==> config.mk <==
export PLATFORM = sky130hd
export DESIGN_NAME = alu_arbiter
export DESIGN_NICKNAME = d
export VERILOG_FILES = /design/src/rtl/alu_arbiter.sv
export SDC_FILE = /design/constraint.sdc
export NUM_CORES = 1
export LEC_CHECK = 0
export BUFFER_PORTS_ARGS = -buffer_cell sky130_fd_sc_hd__buf_4
export CAP_MARGIN = 40
export CORE_UTILIZATION = 35
export DETAILED_ROUTE_END_ITERATION = 7
export GPL_ROUTABILITY_DRIVEN = 0
export MAX_ROUTING_LAYER = met4
export PLACE_DENSITY = 0.68
export RECOVER_POWER = 25
export SYNTH_ARGS = -nofsm -noshare
export SYNTH_HDL_FRONTEND = slang
export SYNTH_SLANG_ARGS = --single-unit
export TNS_END_PERCENT = 20
==> constraint.sdc <==
create_clock -name clk -period 1.3 [get_ports clk]
set_input_delay 0 -clock clk [delete_from_list [all_inputs] [get_ports clk]]
set_output_delay 0 -clock clk [all_outputs]
set_load 0.01 [all_outputs]
==> src/rtl/alu_arbiter.sv <==
// alu_arbiter: round-robin front end sharing one single-cycle alu between two requesters.
// Latency: accept cycle -> one EXEC cycle -> response valid; at least 3 cycles per operation.
// Backpressure: one operation in flight; both request readies stay low until the owner's response handshakes.
module alu_arbiter #(
  parameter int WIDTH = 32
) (
  input  logic             clk,
  input  logic             rst_n,
  // requester 0
  input  logic             req0_valid,
  output logic             req0_ready,
  input  logic [WIDTH-1:0] req0_a,
  input  logic [WIDTH-1:0] req0_b,
  input  logic [2:0]       req0_op,
  output logic             resp0_valid,
  input  logic             resp0_ready,
  output logic [WIDTH-1:0] resp0_y,
  output logic             resp0_zero,
  // requester 1
  input  logic             req1_valid,
  output logic             req1_ready,
  input  logic [WIDTH-1:0] req1_a,
  input  logic [WIDTH-1:0] req1_b,
  input  logic [2:0]       req1_op,
  output logic             resp1_valid,
  input  logic             resp1_ready,
  output logic [WIDTH-1:0] resp1_y,
  output logic             resp1_zero,
  // shared alu
  output logic [WIDTH-1:0] alu_a,
  output logic [WIDTH-1:0] alu_b,
  output logic [2:0]       alu_ctrl,
  input  logic [WIDTH-1:0] alu_y,
  input  logic             alu_zero,
  // completed-response counter
  output logic [15:0]      op_count
);

  // alu_ctrl encoding shared with the alu (constant_values.h)
  localparam logic [2:0] ALU_AND = 3'b000;
  localparam logic [2:0] ALU_OR  = 3'b001;
  localparam logic [2:0] ALU_ADD = 3'b010;
  localparam logic [2:0] ALU_OFF = 3'b011;
  localparam logic [2:0] ALU_SUB = 3'b110;
  localparam logic [2:0] ALU_SLT = 3'b111;

  typedef enum logic [1:0] {
    IDLE = 2'd0,
    EXEC = 2'd1,
    RESP = 2'd2
  } state_t;

  typedef struct packed {
    logic [WIDTH-1:0] a;
    logic [WIDTH-1:0] b;
    logic [2:0]       op;
  } oper_t;

  typedef struct packed {
    logic [WIDTH-1:0] y;
    logic             zero;
  } result_t;

  state_t      state;
  state_t      state_nxt;
  logic        owner;
  logic        last_grant;
  oper_t       oper_q;
  result_t     result_q;
  logic [15:0] op_count_q;
  logic        grant0;
  logic        grant1;
  logic        resp_hs;
  logic        op_legal;

  assign req0_ready = grant0;
  assign req1_ready = grant1;
  assign op_count   = op_count_q;
  assign resp_hs    = (state == RESP) && (owner ? resp1_ready : resp0_ready);

  // Decode whether the latched op is one of the five codes the alu implements
  always_comb begin
    case (oper_q.op)
      ALU_AND, ALU_OR, ALU_ADD, ALU_SUB, ALU_SLT: op_legal = 1'b1;
      default:                                   op_legal = 1'b0;
    endcase
  end

  // Round-robin grant in IDLE: a lone requester wins, a tie goes to the one not granted last
  always_comb begin
    grant0 = 1'b0;
    grant1 = 1'b0;
    if (state == IDLE) begin
      if (req0_valid && (!req1_valid || last_grant)) begin
        grant0 = 1'b1;
      end else if (req1_valid) begin
        grant1 = 1'b1;
      end
    end
  end

  // FSM state register
  always_ff @(posedge clk or negedge rst_n) begin
    if (!rst_n) begin
      state <= IDLE;
    end else begin
      state <= state_nxt;
    end
  end

  // FSM next state: accept -> one EXEC cycle -> hold RESP until the owner takes it
  always_comb begin
    state_nxt = state;
    case (state)
      IDLE:    if (grant0 || grant1) state_nxt = EXEC;
      EXEC:    state_nxt = RESP;
      RESP:    if (resp_hs) state_nxt = IDLE;
      default: state_nxt = IDLE;
    endcase
  end

  // Drive the alu only during EXEC; an illegal op keeps it switched off
  always_comb begin
    alu_a    = '0;
    alu_b    = '0;
    alu_ctrl = ALU_OFF;
    if (state == EXEC) begin
      alu_a = oper_q.a;
      alu_b = oper_q.b;
      if (op_legal) begin
        alu_ctrl = oper_q.op;
      end
    end
  end

  // Route the result register to the owner's response channel; the other channel reads zero
  always_comb begin
    resp0_valid = 1'b0;
    resp0_y     = '0;
    resp0_zero  = 1'b0;
    resp1_valid = 1'b0;
    resp1_y     = '0;
    resp1_zero  = 1'b0;
    if (state == RESP) begin
      if (!owner) begin
        resp0_valid = 1'b1;
        resp0_y     = result_q.y;
        resp0_zero  = result_q.zero;
      end else begin
        resp1_valid = 1'b1;
        resp1_y     = result_q.y;
        resp1_zero  = result_q.zero;
      end
    end
  end

  // Capture operands on accept and the alu result at the end of EXEC
  always_ff @(posedge clk or negedge rst_n) begin
    if (!rst_n) begin
      owner      <= 1'b0;
      last_grant <= 1'b1;
      oper_q     <= '0;
      result_q   <= '0;
      op_count_q <= '0;
    end else begin
      if (grant0 || grant1) begin
        owner      <= grant1;
        last_grant <= grant1;
        oper_q.a   <= grant1 ? req1_a  : req0_a;
        oper_q.b   <= grant1 ? req1_b  : req0_b;
        oper_q.op  <= grant1 ? req1_op : req0_op;
      end
      if (state == EXEC) begin
        result_q.y    <= op_legal ? alu_y : '0;
        result_q.zero <= op_legal ? alu_zero : 1'b1;
        op_count_q    <= op_count_q + 16'd1;
      end
    end
  end

endmodule

==> summary.txt <==
CTS sink count -> 120
Syn_nets -> 841
Die width -> 133 um
Initial DRC count -> 381
Top FF cell, synth -> dfrtp_1
First-pass GRT wire length -> 38,100 um
# fillers -> 1,065
Most frequent cells in the layout -> 321 x buf_4, 172 x dlygate4sd3_1, 130 x a21oi_1
Final worst path period need -> 1730 ps
R2r worst-path depth -> 7
Avg Cell Area, Syn -> 8.95 um2
Synth Instances -> 667
Final-report setup violation count -> 246
Worst Setup Slack, final -> -428 ps
Via count -> 7,331
CP Capture Type -> output pin
Comb pwr share -> 0.536
Clock share of power -> 0.185
WP data required -> 1300 ps
Max-slew headroom -> 0.451
Maximum VDD drop -> 1250 uV
Die area -> 17,600 um2
DRC violations left -> 0
Ys async rst share -> 1.00
Pin count of the biggest net entering global routing -> 43
Drt via density -> 5.08
Die Span Y -> 133 um
Worst-Skew Late Latency -> 410 ps
Clock Path Buffers -> 2
DRT Pass-1 Iters -> 6
Fin Clk Skew -> 10.0 ps
Worst Path Buf+Inv -> 3
CP max stage cell -> dfrtp_2
Sequential share of the synthesized area -> 0.503
Worst hold path class -> in -> async
Fraction of layout cells with a size suffix above 1 -> 0.426
Most common cell after layout, fill and taps aside -> buf_4
Final-report hold violation count -> 0
Routed WL -> 25,800 um
GRT overflow -> 0
Type of origin of the critical path -> flip-flop
Final ANT Viol Nets -> 0
Synth cell types -> 32
Stages on worst setup path -> 6
# IOs -> 326
WP data arrival -> 1730 ps
Least-Margin Pin Slew -> 823 ps
Diode count -> 0
Syn-to-layout area delta -> 104%
P per Cell Area -> 1930 nW/um2
Final Hold Slack -> 228 ps
CTS tree -> done
DP Wirelength -> 14,400 um
Yosys reg bits -> 120
Routed WL per cell -> 17.9 um
Slew Limit Fails -> 0
Area of the multi-input gates -> 2990 um2
Switching share of total power -> 0.368
Clk slew on worst S/H paths -> 50 ps
Post-Place Setup Slack -> -178 ps
Highest clock rate -> 579 MHz
RSZ-0062 raised after global routing -> yes
Pleak -> 0.00597 uW
Htree depth -> 4
Sequential share of power -> 0.279
Initial Util -> 0.359
Initial antenna violation count -> 0
Crit path largest cell delay -> 440 ps
Row Count -> 47
PortBufs -> 325
Number of buffers created by CTS -> 17
Global Route Usage Sum -> 0.287
Largest delay share family, worst path -> buffers and inverters
Period utilization -> 1.33
Seq. cell area -> 3010 um2
Yosys warns -> 0
Outcome -> finished, violations left
Critical path class -> reg -> out
Worst-path cell chain -> nand2b_4, nor2_4, buf_6, clkbuf_16, and2_1, buf_4
Netlist Area Pre-Place -> 5970 um2
FF-to-FF setup slack -> -380 ps
Cell-internal power -> 14,900 uW
Vias in the first global route -> 7,420
Core ar. -> 16,600 um2
Max-cap violations -> 0
Sw Pwr -> 8680 uW
Max Fanout on Critical Path -> 6
Failing checks -> setup timing
Clk root buf -> clkbuf_16
Nets -> 1,387
EDFF count, synth -> 0
-- kinds of logic (layout without fill, tap and decap cells) --
| family | after synthesis | after routing | share of synthesized area |
|---|---|---|---|
| and+or+nand+nor | 304 | 304 | 0.260 |
| DFF | 120 | 120 | 0.503 |
| adders and majority gates | 1 | 1 | 0.00210 |
| xor gates and xnor gates | 15 | 15 | 0.0220 |
| buffers and inverters | 53 | 610 | 0.0411 |
| AOI/OAI and AO/OA | 173 | 173 | 0.169 |
| muxes | 1 | 1 | 0.00189 |
-- path summary, 6_finish.rpt --
check                             start      endpoint
setup / recovery               state[0]   resp1_y[15]
hold / removal                    rst_n   result_q[6]
setup reg to reg               state[1]  result_q[25]
hold reg to reg            op_count[15]  op_count[15]
max in group asynchronous         rst_n  result_q[31]
min in group clk             req1_valid     oper_q[6]
-- per-layer routing --
layer / share of wire / GRT usage / vias to the layer above
met5: 0 / - / -
li1: - / - / 3321
met4: 0.041 / 0.150 / 0
met3: 0.075 / 0.0697 / 87
met1: 0.39 / 0.327 / 3520
met2: 0.49 / 0.468 / 403
-- synth_stat cells (all sizes together) (5+ instances only) --
master / number / area share
buf: 27 / 0.025
clkbuf: 21 / 0.013
nand4: 6 / 0.0063
nor2: 73 / 0.047
inv: 5 / 0.0031
nand2: 76 / 0.048
and2: 130 / 0.14
dfrtp: 119 / 0.50
xnor2: 13 / 0.019
a21oi: 136 / 0.11
nand3: 6 / 0.0067
a22o: 32 / 0.047
-- state kept, by name, summed over array words and instances, names as in the netlist --
| register | flops |
|---|---|
| oper_q | 67 |
| result_q | 33 |
| op_count | 16 |
| state | 2 |
| last_grant | 1 |
| owner | 1 |
-- power groups by stage --
stage                     sequential, uW  combinational (uW)  clock, uW
after detailed placement            6450                9350          0
after global routing                6740               13600       4620
final                               6580               12600       4370
after floorplan                     6180                5350          0
after global placement              6390                9200          0
after CTS                           6430               11300       4450
-- worst reg2reg max path, delay by kind of cell, from the launching register on --
family / cells / cell delay (ps)
AND/OR/NAND/NOR: 1 / 300
flip-flops: 1 / 430
AO/OA/AOI/OAI: 3 / 430
buffers and inverters: 3 / 460
-- timing repair --
| item | in CTS | in global routing |
|---|---|---|
| cloned | 3 | 7 |
| endpoints found under the hold margin | 223 | 0 |
| endpoints found under the setup margin | 251 | 251 |
| setup buffers | 14 | 10 |
| pin swaps | 73 | 38 |
| hold buffers | 172 | 0 |
| resized for setup | 86 | 81 |
-- layout make-up --
| cell class | instances | area share |
|---|---|---|
| clock buffers | 21 | 0.0377 |
| repair buffers | 575 | 0.439 |
| multi-input cells | 494 | 0.245 |
| clock inverters | 9 | 0.00636 |
| inverters | 5 | 0.00236 |
| well taps | 220 | 0.0226 |
| flip-flops and latches | 120 | 0.246 |
-- metrics by stage --
| step | util | total power (uW) | area [um2] | std cells | setup TNS [ps] |
|---|---|---|---|---|---|
| after floorplan | - | 11500 | 6000 | 667 | -282 |
| after global placement | 0.539 | 15600 | 8970 | 1208 | -7360 |
| after detailed placement | 0.539 | 15800 | 8970 | 1208 | -14110 |
| after CTS | 0.705 | 22200 | 11700 | 1427 | -66320 |
| after global routing | 0.733 | 25000 | 12200 | 1444 | -89500 |
| final | 0.733 | 23600 | 12200 | 1444 | -73270 |
No activity file was read; power rests on OpenSTA's default activity.
